===== src/rtl/spi_blkread_ctrl.sv =====
// Single-block (CMD17) microSD read sequencer driving the SPI transfer core.
// Optional CRC16 check of the data block: define SPI_BLKRD_CRC_EN.
module spi_blkread_ctrl #(
    parameter int unsigned BLOCK_BYTES   = 512,
    parameter int unsigned R1_RETRIES    = 8,
    parameter int unsigned TOKEN_TIMEOUT = 4096,
    parameter logic [7:0]  START_TOKEN   = 8'hFE,
    localparam int unsigned IDX_W        = $clog2(BLOCK_BYTES)
) (
    input  logic             spi_clk_i,
    input  logic             spi_rst_i,
    input  logic             spi_initdone_i,
    input  logic             rd_req_i,
    input  logic [31:0]      rd_addr_i,
    output logic             rd_busy_o,
    output logic             rd_done_o,
    output logic             rd_err_o,
    output logic [2:0]       rd_errcode_o,
    output logic [47:0]      spi_cmd_o,
    output logic [8:0]       spi_statusreg_o,
    output logic             spi_start_o,
    input  logic [2:0]       spi_flagreg_i,
    input  logic [7:0]       spi_rxbyte_i,
    output logic [7:0]       byte_o,
    output logic             byte_valid_o,
    output logic [IDX_W-1:0] byte_idx_o
);

    localparam int unsigned R1_W  = $clog2(R1_RETRIES + 1);
    localparam int unsigned TOK_W = $clog2(TOKEN_TIMEOUT + 1);

    localparam logic [47:0] CMD_IDLE = 48'hFFFF_FFFF_FFFF;
    localparam logic [8:0]  ST_CMD   = 9'b101000101;
    localparam logic [8:0]  ST_BYTE  = 9'b101010101;

    localparam logic [3:0] S_IDLE  = 4'd0;
    localparam logic [3:0] S_CMD   = 4'd1;
    localparam logic [3:0] S_CMD_W = 4'd2;
    localparam logic [3:0] S_R1P   = 4'd3;
    localparam logic [3:0] S_R1P_W = 4'd4;
    localparam logic [3:0] S_TOK   = 4'd5;
    localparam logic [3:0] S_TOK_W = 4'd6;
    localparam logic [3:0] S_DATA  = 4'd7;
    localparam logic [3:0] S_DAT_W = 4'd8;
    localparam logic [3:0] S_CRC   = 4'd9;
    localparam logic [3:0] S_CRC_W = 4'd10;
    localparam logic [3:0] S_DONE  = 4'd11;
    localparam logic [3:0] S_ERR   = 4'd12;

    logic [3:0]       r_state,     w_state;
    logic [31:0]      r_addr,      w_addr;
    logic [R1_W-1:0]  r_r1_cnt,    w_r1_cnt;
    logic [TOK_W-1:0] r_tok_cnt,   w_tok_cnt;
    logic [IDX_W-1:0] r_idx,       w_idx;
    logic             r_crc_sel,   w_crc_sel;
    logic [15:0]      r_crc_calc,  w_crc_calc;
    logic [7:0]       r_crc_hi,    w_crc_hi;
    logic             r_busy,      w_busy;
    logic             r_done,      w_done;
    logic             r_err,       w_err;
    logic [2:0]       r_errcode,   w_errcode;
    logic [47:0]      r_cmd,       w_cmd;
    logic [8:0]       r_status,    w_status;
    logic             r_start,     w_start;
    logic [7:0]       r_byte,      w_byte;
    logic             r_byte_vld,  w_byte_vld;
    logic [IDX_W-1:0] r_byte_idx,  w_byte_idx;

    logic w_op_done;
    logic w_unused_flags;

    assign w_op_done      = spi_flagreg_i[1];
    assign w_unused_flags = spi_flagreg_i[0] ^ spi_flagreg_i[2];

    // CRC16-CCITT (poly 0x1021), one byte MSB first
    function automatic logic [15:0] crc_step(input logic [15:0] crc, input logic [7:0] d);
        logic [15:0] c;
        c = crc;
        for (int i = 7; i >= 0; i--) begin
            if (c[15] ^ d[i]) c = {c[14:0], 1'b0} ^ 16'h1021;
            else              c = {c[14:0], 1'b0};
        end
        return c;
    endfunction

    always_comb begin
        w_state    = r_state;
        w_addr     = r_addr;
        w_r1_cnt   = r_r1_cnt;
        w_tok_cnt  = r_tok_cnt;
        w_idx      = r_idx;
        w_crc_sel  = r_crc_sel;
        w_crc_calc = r_crc_calc;
        w_crc_hi   = r_crc_hi;
        w_errcode  = r_errcode;
        w_cmd      = r_cmd;
        w_status   = r_status;
        w_byte     = r_byte;
        w_byte_idx = r_byte_idx;
        w_done     = 1'b0;
        w_err      = 1'b0;
        w_start    = 1'b0;
        w_byte_vld = 1'b0;

        case (r_state)
            S_IDLE: begin
                if (rd_req_i && spi_initdone_i) begin
                    w_addr     = rd_addr_i;
                    w_errcode  = 3'd0;
                    w_r1_cnt   = '0;
                    w_tok_cnt  = '0;
                    w_idx      = '0;
                    w_crc_sel  = 1'b0;
                    w_crc_calc = 16'h0000;
                    w_state    = S_CMD;
                end
            end
            S_CMD: begin
                w_start  = 1'b1;
                w_cmd    = {2'b01, 6'd17, r_addr, 8'h01};
                w_status = ST_CMD;
                w_state  = S_CMD_W;
            end
            S_CMD_W, S_R1P_W: begin
                if (w_op_done) begin
                    if (spi_rxbyte_i == 8'hFF && r_r1_cnt < R1_W'(R1_RETRIES)) begin
                        w_state = S_R1P;
                    end else if (spi_rxbyte_i == 8'h00) begin
                        w_state = S_TOK;
                    end else begin
                        w_err     = 1'b1;
                        w_errcode = 3'd1;
                        w_state   = S_ERR;
                    end
                end
            end
            S_R1P: begin
                w_start  = 1'b1;
                w_cmd    = CMD_IDLE;
                w_status = ST_BYTE;
                if (r_r1_cnt != '1) w_r1_cnt = r_r1_cnt + R1_W'(1);
                w_state  = S_R1P_W;
            end
            S_TOK: begin
                w_start  = 1'b1;
                w_cmd    = CMD_IDLE;
                w_status = ST_BYTE;
                w_state  = S_TOK_W;
            end
            S_TOK_W: begin
                if (w_op_done) begin
                    if (spi_rxbyte_i == START_TOKEN) begin
                        w_state = S_DATA;
                    end else if (spi_rxbyte_i[7:4] == 4'h0) begin
                        w_err     = 1'b1;
                        w_errcode = 3'd3;
                        w_state   = S_ERR;
                    end else if (r_tok_cnt >= TOK_W'(TOKEN_TIMEOUT - 1)) begin
                        w_tok_cnt = TOK_W'(TOKEN_TIMEOUT);
                        w_err     = 1'b1;
                        w_errcode = 3'd2;
                        w_state   = S_ERR;
                    end else begin
                        w_tok_cnt = r_tok_cnt + TOK_W'(1);
                        w_state   = S_TOK;
                    end
                end
            end
            S_DATA, S_CRC: begin
                w_start  = 1'b1;
                w_cmd    = CMD_IDLE;
                w_status = ST_BYTE;
                w_state  = (r_state == S_DATA) ? S_DAT_W : S_CRC_W;
            end
            S_DAT_W: begin
                if (w_op_done) begin
                    w_byte     = spi_rxbyte_i;
                    w_byte_vld = 1'b1;
                    w_byte_idx = r_idx;
                    w_crc_calc = crc_step(r_crc_calc, spi_rxbyte_i);
                    if (r_idx == IDX_W'(BLOCK_BYTES - 1)) begin
                        w_state = S_CRC;
                    end else begin
                        w_idx   = r_idx + IDX_W'(1);
                        w_state = S_DATA;
                    end
                end
            end
            S_CRC_W: begin
                if (w_op_done) begin
                    if (!r_crc_sel) begin
                        w_crc_sel = 1'b1;
                        w_crc_hi  = spi_rxbyte_i;
                        w_state   = S_CRC;
                    end else begin
`ifdef SPI_BLKRD_CRC_EN
                        if ({r_crc_hi, spi_rxbyte_i} != r_crc_calc) begin
                            w_err     = 1'b1;
                            w_errcode = 3'd4;
                            w_state   = S_ERR;
                        end else begin
                            w_done  = 1'b1;
                            w_state = S_DONE;
                        end
`else
                        w_done  = 1'b1;
                        w_state = S_DONE;
`endif
                    end
                end
            end
            S_DONE, S_ERR: begin
                // release the core interface back to its idle values
                w_cmd    = CMD_IDLE;
                w_status = 9'd0;
                w_state  = S_IDLE;
            end
            default: begin
                w_state = S_IDLE;
            end
        endcase

        w_busy = (w_state != S_IDLE);
    end

    always_ff @(posedge spi_clk_i) begin
        if (spi_rst_i) begin
            r_state    <= S_IDLE;
            r_addr     <= 32'd0;
            r_r1_cnt   <= '0;
            r_tok_cnt  <= '0;
            r_idx      <= '0;
            r_crc_sel  <= 1'b0;
            r_crc_calc <= 16'h0000;
            r_crc_hi   <= 8'h00;
            r_busy     <= 1'b0;
            r_done     <= 1'b0;
            r_err      <= 1'b0;
            r_errcode  <= 3'd0;
            r_cmd      <= CMD_IDLE;
            r_status   <= 9'd0;
            r_start    <= 1'b0;
            r_byte     <= 8'h00;
            r_byte_vld <= 1'b0;
            r_byte_idx <= '0;
        end else begin
            r_state    <= w_state;
            r_addr     <= w_addr;
            r_r1_cnt   <= w_r1_cnt;
            r_tok_cnt  <= w_tok_cnt;
            r_idx      <= w_idx;
            r_crc_sel  <= w_crc_sel;
            r_crc_calc <= w_crc_calc;
            r_crc_hi   <= w_crc_hi;
            r_busy     <= w_busy;
            r_done     <= w_done;
            r_err      <= w_err;
            r_errcode  <= w_errcode;
            r_cmd      <= w_cmd;
            r_status   <= w_status;
            r_start    <= w_start;
            r_byte     <= w_byte;
            r_byte_vld <= w_byte_vld;
            r_byte_idx <= w_byte_idx;
        end
    end

    assign rd_busy_o       = r_busy;
    assign rd_done_o       = r_done;
    assign rd_err_o        = r_err;
    assign rd_errcode_o    = r_errcode;
    assign spi_cmd_o       = r_cmd;
    assign spi_statusreg_o = r_status;
    assign spi_start_o     = r_start;
    assign byte_o          = r_byte;
    assign byte_valid_o    = r_byte_vld;
    assign byte_idx_o      = r_byte_idx;

endmodule

===== config.mk =====
export PLATFORM = sky130hd
export DESIGN_NAME = spi_blkread_ctrl
export DESIGN_NICKNAME = d
export VERILOG_FILES = /design/src/rtl/spi_blkread_ctrl.sv
export SDC_FILE = /design/constraint.sdc
export NUM_CORES = 1
export LEC_CHECK = 0
export CORE_ASPECT_RATIO = 2
export CORE_UTILIZATION = 49
export DETAILED_ROUTE_END_ITERATION = 7
export MAX_ROUTING_LAYER = met4
export PLACE_DENSITY = 0.86
export SYNTH_ARGS = -nofsm -noshare
export SYNTH_HDL_FRONTEND = slang
export SYNTH_SLANG_ARGS = --single-unit

===== constraint.sdc =====
create_clock -name spi_clk_i -period 2.65 [get_ports spi_clk_i]
set_input_delay 0.3975 -clock spi_clk_i [delete_from_list [all_inputs] [get_ports spi_clk_i]]
set_output_delay 0.3975 -clock spi_clk_i [all_outputs]
set_load 0.02 [all_outputs]

==> impl_metrics.json, run 1 <==
{
  "finalSetupTns_ns": 0,
  "min_to": "r_tok_cnt[11]$_SDFFE_PP0P_",
  "die_h_um": 145.5,
  "critPathTopFamily": "simple AND/OR/NAND/NOR gates",
  "r2r_start": "r_state[1]$_SDFF_PP0_",
  "final_net_count": 738,
  "drc": 0,
  "maxCapViolations": 0,
  "grt_usage_pct": 26.40,
  "synth-edff-count": 0,
  "arrival_ns": 2.65,
  "r2r_slack_ns": 0.33,
  "grt_pass1_wl_um": 21440,
  "dp_hpwl_um": 9331,
  "rsz0062_at_grt": "no",
  "root_buffer": "clkbuf_16",
  "clock_path_buffers": 2,
  "antenna_cells": 0,
  "die_w_um": 73.77,
  "min_from": "r_tok_cnt[11]$_SDFFE_PP0P_",
  "hold_slack_ns": 0.4498,
  "drtPass1Iterations": 5,
  "async_flop_share_pct": 0,
  "grt_start_max_net_pins": 37,
  "dp_cells": 803,
  "path_common_cell": "a21oi_1",
  "vias": 4739,
  "syn_area_mm2": 0.005047,
  "setup_viol": 0,
  "fin_cells": 833,
  "port_buffers": 117,
  "cts_tree": "built",
  "max_stage_delay_ns": 0.58,
  "cts_sinks": 122,
  "fmax_ghz": 0.4304,
  "cts_resized": 0,
  "via_per_inst": 5.689,
  "yosysUniqueCellTypes": 54,
  "antenna_left": 0,
  "peakVddDrop_mv": 0.5863,
  "routabilityCongestion": 0.9768,
  "path_clk_slew_ns": 0.05,
  "yosysSeqAreaShare_pct": 48.39,
  "cp_num_cells": 5,
  "routed_wirelength_um": 13420,
  "ff2ff_path_depth": 5,
  "fin_area_mm2": 0.006795,
  "layout_common_cells": "122 x dfxtp_1, 116 x nand2_1, 116 x clkdlybuf4s50_1",
  "worstPathMaxFanout": 17,
  "core_area_mm2": 0.01008,
  "worstSetupEndpointType": "register",
  "path_class": "reg2reg",
  "clock_latency_ns": 0.40,
  "crit_slowest_cell": "dfxtp_1",
  "synthCells": 587,
  "cp.required_ns": 2.98,
  "first_global_vias": 4612,
  "synth-main-ff-cell": "dfxtp_1",
  "power.density_mw_per_mm2": 980.6,
  "area_growth_pct": 34.63,
  "cts_buffers": 17,
  "worst_slack_ns": 0.3265,
  "ctsHoldBuffers": 0,
  "status": "complete, no violations",
  "min_path_type": "reg2reg",
  "drt_iter0_markers": 258,
  "num_rows": 52,
  "ios": 129,
  "cts_setup_buffers": 0,
  "period_needed_ns": 2.323,
  "multi_input_area_mm2": 0.002298,
  "ys_ff_latch": 122,
  "synth_area_per_cell_um2": 8.599,
  "yosys_warnings": 0,
  "post_dp_cell_area_mm2": 0.006226,
  "startpoint_type": "register",
  "worst_pin_slew_ns": 0.7366,
  "slew_headroom_pct": 50.90,
  "p_leak_nw": 2.417,
  "grt_antenna_before_repair": 0,
  "timing.final.crit_share_pct": 87.68,
  "h-tree-depth": 4,
  "start_util_pct": 50.05,
  "final_common_cell": "dfxtp_1",
  "finalHoldViolCount": 0,
  "drive_above_1_share_pct": 8.309,
  "grt_overflow": 0,
  "timing.rr.end": "r_tok_cnt[5]$_SDFFE_PP0P_",
  "die_area_mm2": 0.01074,
  "regArea_mm2": 0.002442,
  "clock_skew_ns": 0.006484,
  "routedWlPerCell_um": 16.11,
  "crit_buf_inv": 0,
  "min_path_cells": 2,
  "slew_violations": 0,
  "worstPathCellList": "and2_1, a21oi_1, a211o_2, or4_1, a21oi_1",
  "place_ws_ns": 0.08431,
  "fillers": 808
}
-- Yosys cell counts (8+ instances only) --
library cell	number	share of area [%]
buf_2	8	0.79
o21ai_0	23	2.3
nor3_1	9	0.89
buf_4	23	3.4
a21oi_1	73	7.2
or4_1	8	1.2
a221o_1	33	6.5
nand4_1	8	0.99
nor2_1	32	2.4
nand3_1	8	0.79
nand2_1	116	8.6
clkbuf_1	28	2.1
xor2_1	8	1.4
nand2b_1	8	0.99
dfxtp_1	122	48
-- tightest hold or removal path, stage by stage (launching register included) --
cell and delay (ns):
dfxtp_1 0.30, inv_1 0.05, a21oi_1 0.05
-- worst max path at each step --
stage                           endpoint                  start
2_1_floorplan      r_idx[7]$_SDFFE_PP0P_  r_idx[0]$_SDFFE_PP0P_
3_3_place_gp   r_tok_cnt[7]$_SDFFE_PP0P_        spi_rxbyte_i[5]
3_5_place_dp   r_tok_cnt[5]$_SDFFE_PP0P_        spi_rxbyte_i[4]
4_1_cts        r_tok_cnt[5]$_SDFFE_PP0P_  r_state[1]$_SDFF_PP0_
5_1_grt            r_idx[7]$_SDFFE_PP0P_  r_idx[0]$_SDFFE_PP0P_
6_report       r_tok_cnt[5]$_SDFFE_PP0P_  r_state[1]$_SDFF_PP0_
-- kinds of logic (layout without fill, tap and decap cells) --
kind of cell	count (synthesis)	after routing	synth area share, %
buf+inv	66	170	6.817
compound gates	161	161	21.34
simple gates	218	218	19.81
xor+xnor	12	12	2.082
fa+ha+maj	4	4	0.9916
other cells	2	9	0.1488
mux	2	2	0.4214
flops	122	122	48.39
-- area by class of cell --
type / instances / area share (%)
well taps: 135 / 2.486
multi-input cells: 406 / 33.82
clock buffers: 22 / 6.978
repair buffers: 134 / 19.04
inverters: 6 / 0.3314
clock inverters: 8 / 1.399
flip-flops and latches: 122 / 35.94
-- stage by stage --
stage                     power (mW)  utilization, %
final                          6.663           67.38
after global routing           6.963           67.38
after CTS                      6.686           67.38
after detailed placement       4.478           61.74
after global placement         4.400           61.74
after floorplan                3.656               -
-- power by group --
part,switching [mW],internal [mW]
Clock,0.758,1.44
Combinational,1.21,0.890
Sequential,0.242,2.12
-- routing by layer --
metal  vias up  routed length [um]  share of wire, %  GRT usage [%]
li1       2257                   -                 -              -
met1      2270                5017                37          26.60
met2       174                7501                56          46.97
met3        38                 532               4.0          5.679
met4         0                 369               2.7          11.63
met5         -                   0                 0              -
-- state kept, by name, indices dropped and copies added, names as in the netlist, 2 cells and up --
register / count
spi_cmd_o: 33
r_addr: 32
r_tok_cnt: 13
byte_idx_o: 9
r_idx: 9
byte_o: 8
r_r1_cnt: 4
r_state: 4
rd_errcode_o: 2
spi_statusreg_o: 2
No activity file was read; power rests on OpenSTA's default activity.
==> run 2: changes to the inputs <==
--- a/config.mk
+++ b/config.mk
@@ -6,10 +6,11 @@
 export NUM_CORES = 1
 export LEC_CHECK = 0
 export CORE_ASPECT_RATIO = 2
-export CORE_UTILIZATION = 49
+export CORE_UTILIZATION = 51
 export DETAILED_ROUTE_END_ITERATION = 7
+export DONT_BUFFER_PORTS = 1
 export MAX_ROUTING_LAYER = met4
-export PLACE_DENSITY = 0.86
+export PLACE_DENSITY = 0.68
 export SYNTH_ARGS = -nofsm -noshare
 export SYNTH_HDL_FRONTEND = slang
 export SYNTH_SLANG_ARGS = --single-unit
==> run 2 against run 1 <==
Net effect:
- first-iteration DRC count fell by 23%
- sequential power rose by 9.3%
- sequential share of layout area rose by 7.9 points
- clock power fell by 4%
- routed wire length fell by 11%
- hold slack got worse by 0.39 ns
- register-to-register slack improved by 0.08 ns
- clock skew rose by 0.0035 ns
- core utilization fell by 9.9 points
==> impl_metrics.json, run 2 (same netlist as run 1, synthesis figures left out) <==
{
  "cts_tree": "built",
  "via_per_inst": 5.813,
  "num_rows": 51,
  "cts_resized": 0,
  "largest_reg_flops": 33,
  "critPathTopFamily": "simple AND/OR/NAND/NOR gates",
  "fin_area_mm2": 0.005577,
  "multi_input_area_mm2": 0.002298,
  "setup_viol": 0,
  "ff2ff_path_depth": 9,
  "r2r_slack_ns": 0.40,
  "clkPwrFrac_pct": 35.3,
  "slew_violations": 0,
  "ctsHoldBuffers": 0,
  "worstPathCellList": "ha_1, nand2_1, nor2_1, and3_1, ha_1, nor4_2, o21ai_0, or3_1, a21oi_1",
  "vias": 4133,
  "timing.rr.end": "r_idx[7]$_SDFFE_PP0P_",
  "die_w_um": 72.35,
  "layout_common_cells": "121 x dfxtp_1, 116 x nand2_1, 73 x a21oi_1",
  "cts_sinks": 122,
  "intPower_mw": 3.867,
  "drc": 0,
  "arrival_ns": 2.58,
  "drt_iter0_markers": 198,
  "grt_usage_pct": 24.52,
  "crit_slowest_cell": "nor4_2",
  "die_h_um": 142.7,
  "worstSetupEndpointType": "register",
  "rsz0062_at_grt": "no",
  "antenna_cells": 0,
  "path_common_cell": "ha_1",
  "grt_overflow": 0,
  "die_area_mm2": 0.01032,
  "p_sw_mw": 2.120,
  "timing.final.crit_share_pct": 84.83,
  "power.density_mw_per_mm2": 1074,
  "worstPathMaxFanout": 5,
  "drive_above_1_share_pct": 9.499,
  "routabilityCongestion": 0.9627,
  "root_buffer": "clkbuf_16",
  "drtPass1Iterations": 5,
  "r2r_start": "r_idx[0]$_SDFFE_PP0P_",
  "path_class": "reg2reg",
  "fmax_ghz": 0.4449,
  "status": "complete, no violations",
  "min_path_type": "in2reg",
  "crit_start": "r_idx[0]$_SDFFE_PP0P_",
  "p_seq_share_pct": 43.3,
  "post_dp_cell_area_mm2": 0.005027,
  "cp_num_cells": 9,
  "finalSetupTns_ns": 0,
  "path_clk_slew_ns": 0.06,
  "regArea_mm2": 0.002444,
  "core_area_mm2": 0.009699,
  "routedWlPerCell_um": 16.77,
  "antenna_left": 0,
  "grt_pass1_wl_um": 18960,
  "clock_latency_ns": 0.41,
  "h-tree-depth": 4,
  "first_global_vias": 4068,
  "cp.required_ns": 2.98,
  "routed_wirelength_um": 11920,
  "worst_pin_slew_ns": 0.8883,
  "dp_hpwl_um": 7948,
  "final_common_cell": "dfxtp_1",
  "p_comb_share_pct": 21.4,
  "cts_setup_buffers": 0,
  "port_buffers": 0,
  "start_util_pct": 52.04,
  "peakVddDrop_mv": 0.5928,
  "slew_headroom_pct": 40.70,
  "ios": 129,
  "period_needed_ns": 2.248,
  "fillers": 860,
  "maxCapViolations": 0,
  "max_stage_delay_ns": 0.38,
  "clock_path_buffers": 2,
  "netSwitchingFraction_pct": 35.42,
  "clock_skew_ns": 0.009967,
  "critPathCapture": "r_idx[7]$_SDFFE_PP0P_",
  "p_leak_nw": 1.919,
  "startpoint_type": "register",
  "grt_antenna_before_repair": 0,
  "cts_buffers": 17,
  "crit_buf_inv": 0,
  "final_net_count": 617,
  "area_growth_pct": 10.49,
  "finalHoldViolCount": 0,
  "grt_start_max_net_pins": 68
}
==> run 2: changes by cell type in the layout (fill, tap and decap cells not counted), moves of 2 or more <==
cell,delta
buf_4,-4
clkbuf_8,-2
clkdlybuf4s50_1,-116
clkinv_4,+3
==> run 2: worst min-delay path by stage <==
stage                                     startpoint                    endpoint  slack (ns)  depth (start not counted)
final                                      spi_rst_i      byte_o[6]$_SDFFE_PP0P_        0.06                          1
after global routing                       spi_rst_i      byte_o[3]$_SDFFE_PP0P_        0.04                          1
after CTS                                  spi_rst_i      byte_o[4]$_SDFFE_PP0P_        0.04                          1
after detailed placement     r_addr[10]$_SDFFE_PP0P_     r_addr[10]$_SDFFE_PP0P_        0.44                          2
after global placement    r_tok_cnt[11]$_SDFFE_PP0P_  r_tok_cnt[11]$_SDFFE_PP0P_        0.44                          2
after floorplan           r_tok_cnt[11]$_SDFFE_PP0P_  r_tok_cnt[11]$_SDFFE_PP0P_        0.43                          2
==> run 2: stage by stage <==
stage                     std cells  utilization (%)  worst slack (ns)  total power, mW  hold WS (ns)
after floorplan                 594                -            0.4154            3.656        0.4255
after global placement          679            51.83            0.4644            3.872        0.4351
after detailed placement        679            51.83            0.4235            3.911        0.4420
after CTS                       711            57.49            0.3973            6.038       0.03812
after global routing            711            57.49            0.2007            6.300       0.03557
final                           711            57.49            0.4021            5.987       0.05612
==> run 2: layer usage <==
layer	wire [um]	track usage [%]	vias up	part of all wire (%)
met5	0	-	-	0
li1	-	-	2018	-
met4	248	10.94	0	2.1
met3	672	7.481	25	5.6
met2	6449	43.93	139	54
met1	4550	23.58	1951	38
==> run 2: worst register-to-register path: cells and delay by family (launching register included) <==
kind,cells,cell delay (ns)
compound gates,2,0.34
fa+ha+maj,2,0.48
flops,1,0.34
simple gates,5,1.00
==> run 2: final cells by class <==
| class | count | area share, % |
|---|---|---|
| Timing Repair Buffer | 13 | 1.750 |
| Sequential cell | 122 | 43.82 |
| Clock inverter | 11 | 1.772 |
| Clock buffer | 21 | 8.077 |
| Tap cell | 132 | 2.962 |
| Inverter | 6 | 0.4039 |
| Multi-Input combinational cell | 406 | 41.22 |
==> run 2: power by group through the flow <==
| stage | Clock (mW) | Sequential, mW | Combinational (mW) |
|---|---|---|---|
| 3_5_place_dp | 0 | 2.63 | 1.28 |
| 3_3_place_gp | 0 | 2.62 | 1.25 |
| 6_report | 2.11 | 2.59 | 1.28 |
| 2_1_floorplan | 0 | 2.53 | 1.12 |
| 5_1_grt | 2.24 | 2.63 | 1.42 |
| 4_1_cts | 2.16 | 2.59 | 1.29 |
==> run 3: changes to the inputs <==
--- a/config.mk
+++ b/config.mk
@@ -10,7 +10,7 @@
 export DETAILED_ROUTE_END_ITERATION = 7
 export DONT_BUFFER_PORTS = 1
 export MAX_ROUTING_LAYER = met4
-export PLACE_DENSITY = 0.68
+export PLACE_DENSITY = 0.71
 export SYNTH_ARGS = -nofsm -noshare
 export SYNTH_HDL_FRONTEND = slang
 export SYNTH_SLANG_ARGS = --single-unit
==> constraint.sdc (replaced) <==
create_clock -name spi_clk_i -period 1.8 [get_ports spi_clk_i]
set_input_delay 0.27 -clock spi_clk_i [delete_from_list [all_inputs] [get_ports spi_clk_i]]
set_output_delay 0.27 -clock spi_clk_i [all_outputs]
set_load 0.02 [all_outputs]
==> run 3 against run 2 <==
Net effect:
- the flow now finishes with violations (negative setup slack)
- worst setup slack got worse by 0.43 ns
- global-route usage rose by 2.6 points
- largest power group unchanged
- critical endpoint is now r_state[0]$_SDFF_PP0_
- core utilization rose by 13 points
- via count increased by 14%
- combinational power grew 140%
- cell count up 14%
- die area unchanged
- clock power is 64% higher
- hold slack lost 0.045 ns
- routed wire length increased by 20%
==> impl_metrics.json, run 3 (same netlist as run 1, synthesis figures left out) <==
{
  "status": "finished with violations",
  "violations": "negative setup slack",
  "die_w_um": 72.35,
  "path_class": "reg2reg",
  "drc": 0,
  "grt_overflow": 0,
  "die_area_mm2": 0.01032,
  "arrival_ns": 2.13,
  "via_per_inst": 5.822,
  "cp.required_ns": 2.11,
  "antenna_left": 0,
  "die_h_um": 142.7,
  "final_common_cell": "nand2_1",
  "timing.final.crit_share_pct": 101.4,
  "core_area_mm2": 0.009699,
  "worstPathMaxFanout": 10,
  "area_growth_pct": 35.35,
  "finalHoldViolCount": 0,
  "final_util_pct": 70.43,
  "root_buffer": "clkbuf_16",
  "fin_area_mm2": 0.006832,
  "fillers": 735,
  "start_util_pct": 52.04,
  "max_stage_delay_ns": 0.59,
  "regArea_mm2": 0.002462,
  "vias": 4710,
  "largest_reg_flops": 33,
  "power.density_mw_per_mm2": 1513,
  "worst_slack_ns": -0.02446,
  "slew_headroom_pct": 63.41,
  "routed_wirelength_um": 14310,
  "h-tree-depth": 4,
  "fmax_ghz": 0.5481,
  "peakVddDrop_mv": 1.119,
  "grt_pass1_wl_um": 21090,
  "startpoint_type": "register",
  "cts_sinks": 122,
  "crit_slowest_cell": "or4_4",
  "worst_pin_slew_ns": 0.5430,
  "fin_cells": 809,
  "worstSetupEndpointType": "register",
  "port_buffers": 0,
  "path_clk_slew_ns": 0.06,
  "drt_iter0_markers": 219,
  "dp_hpwl_um": 8677,
  "clock_skew_ns": 0.01436,
  "min_path_type": "in2reg",
  "dp_cells": 733,
  "ios": 129,
  "grt_antenna_before_repair": 0,
  "cts_buffers": 17,
  "post_dp_cell_area_mm2": 0.005518,
  "clock_path_buffers": 2,
  "cts_tree": "built",
  "grt_usage_pct": 27.14,
  "rsz0062_at_grt": "yes",
  "first_global_vias": 4540,
  "drive_above_1_share_pct": 24.37,
  "period_needed_ns": 1.824,
  "final_net_count": 715,
  "critPathTopFamily": "simple AND/OR/NAND/NOR gates",
  "crit_buf_inv": 0,
  "maxCapViolations": 0,
  "antenna_cells": 0,
  "grt_start_max_net_pins": 55,
  "drtPass1Iterations": 5,
  "p_leak_nw": 2.494,
  "worstPathCellList": "or4_4, or2_4, o21ai_2, a311oi_2, a221oi_2",
  "routabilityCongestion": 0.8749,
  "routedWlPerCell_um": 17.69,
  "num_rows": 51,
  "slew_violations": 0,
  "setup_viol": 3,
  "multi_input_area_mm2": 0.002527,
  "layout_common_cells": "115 x nand2_1, 114 x dfxtp_1, 67 x a21oi_1, 67 x buf_4, 33 x a221o_1",
  "clock_latency_ns": 0.41
}
==> run 3: cell count changes in the layout (fill, tap and decap cells not counted), sizes merged, moves of 2 or more <==
cell / change
dlygate4sd3: +30
inv: +2
bufinv: +2
buf: +63
==> run 3: final timing paths <==
kind	cells past startpoint	startpoint	slack [ns]	to
setup / recovery	5	r_state[3]$_SDFF_PP0_	-0.02	r_state[0]$_SDFF_PP0_
hold / removal	2	rd_addr_i[6]	0.01	r_addr[6]$_SDFFE_PP0P_
setup reg to reg	5	r_state[3]$_SDFF_PP0_	-0.02	r_state[0]$_SDFF_PP0_
hold reg to reg	2	r_tok_cnt[11]$_SDFFE_PP0P_	0.45	r_tok_cnt[11]$_SDFFE_PP0P_
==> run 3: power breakdown <==
part           internal [mW]  switching [mW]  leakage, nW  total [mW]
logic                   1.37            1.73         1.21        3.10
registers               3.15           0.649        0.995        3.80
clock network           2.22            1.23        0.293        3.45
==> run 3: metrics by stage <==
step | TNS, ns | worst slack (ns) | power (mW) | hold slack, ns
after floorplan | -0.03074 | -0.03074 | 5.438 | 0.4060
after global placement | -1.340 | -0.06682 | 6.193 | 0.3445
after detailed placement | -2.823 | -0.1107 | 6.281 | 0.3473
after CTS | -0.04214 | -0.02498 | 10.03 | 0.0004643
after global routing | -0.5473 | -0.1314 | 10.74 | 0.002355
final | -0.06452 | -0.02446 | 10.34 | 0.01147
==> run 3: what timing repair did <==
| item | 4_1_cts | 5_1_grt |
|---|---|---|
| hold buffers | 31 | 0 |
| setup endpoints to repair | 84 | 75 |
| resized for setup | 26 | 40 |
| setup buffers | 3 | 5 |
| endpoints found under the hold margin | 54 | 0 |
| cloned | 1 | 4 |
| pin swaps | 6 | 15 |
==> run 3: area by class of cell <==
type / instances / share of cell area (%)
inverters: 6 / 0.3297
clock inverters: 14 / 2.509
repair buffers: 109 / 15.27
well taps: 132 / 2.418
clock buffers: 18 / 6.429
flip-flops and latches: 122 / 36.04
multi-input cells: 408 / 37.00
==> run 3: routing by layer <==
| layer | vias to the layer above | share of wire [%] | wire length, um | track usage, % |
|---|---|---|---|---|
| li1 | 2224 | - | - | - |
| met1 | 2235 | 36 | 5089 | 24.84 |
| met2 | 216 | 56 | 8015 | 49.29 |
| met3 | 35 | 5.8 | 824 | 7.198 |
| met4 | 0 | 2.7 | 384 | 15.17 |
| met5 | - | 0 | 0 | - |
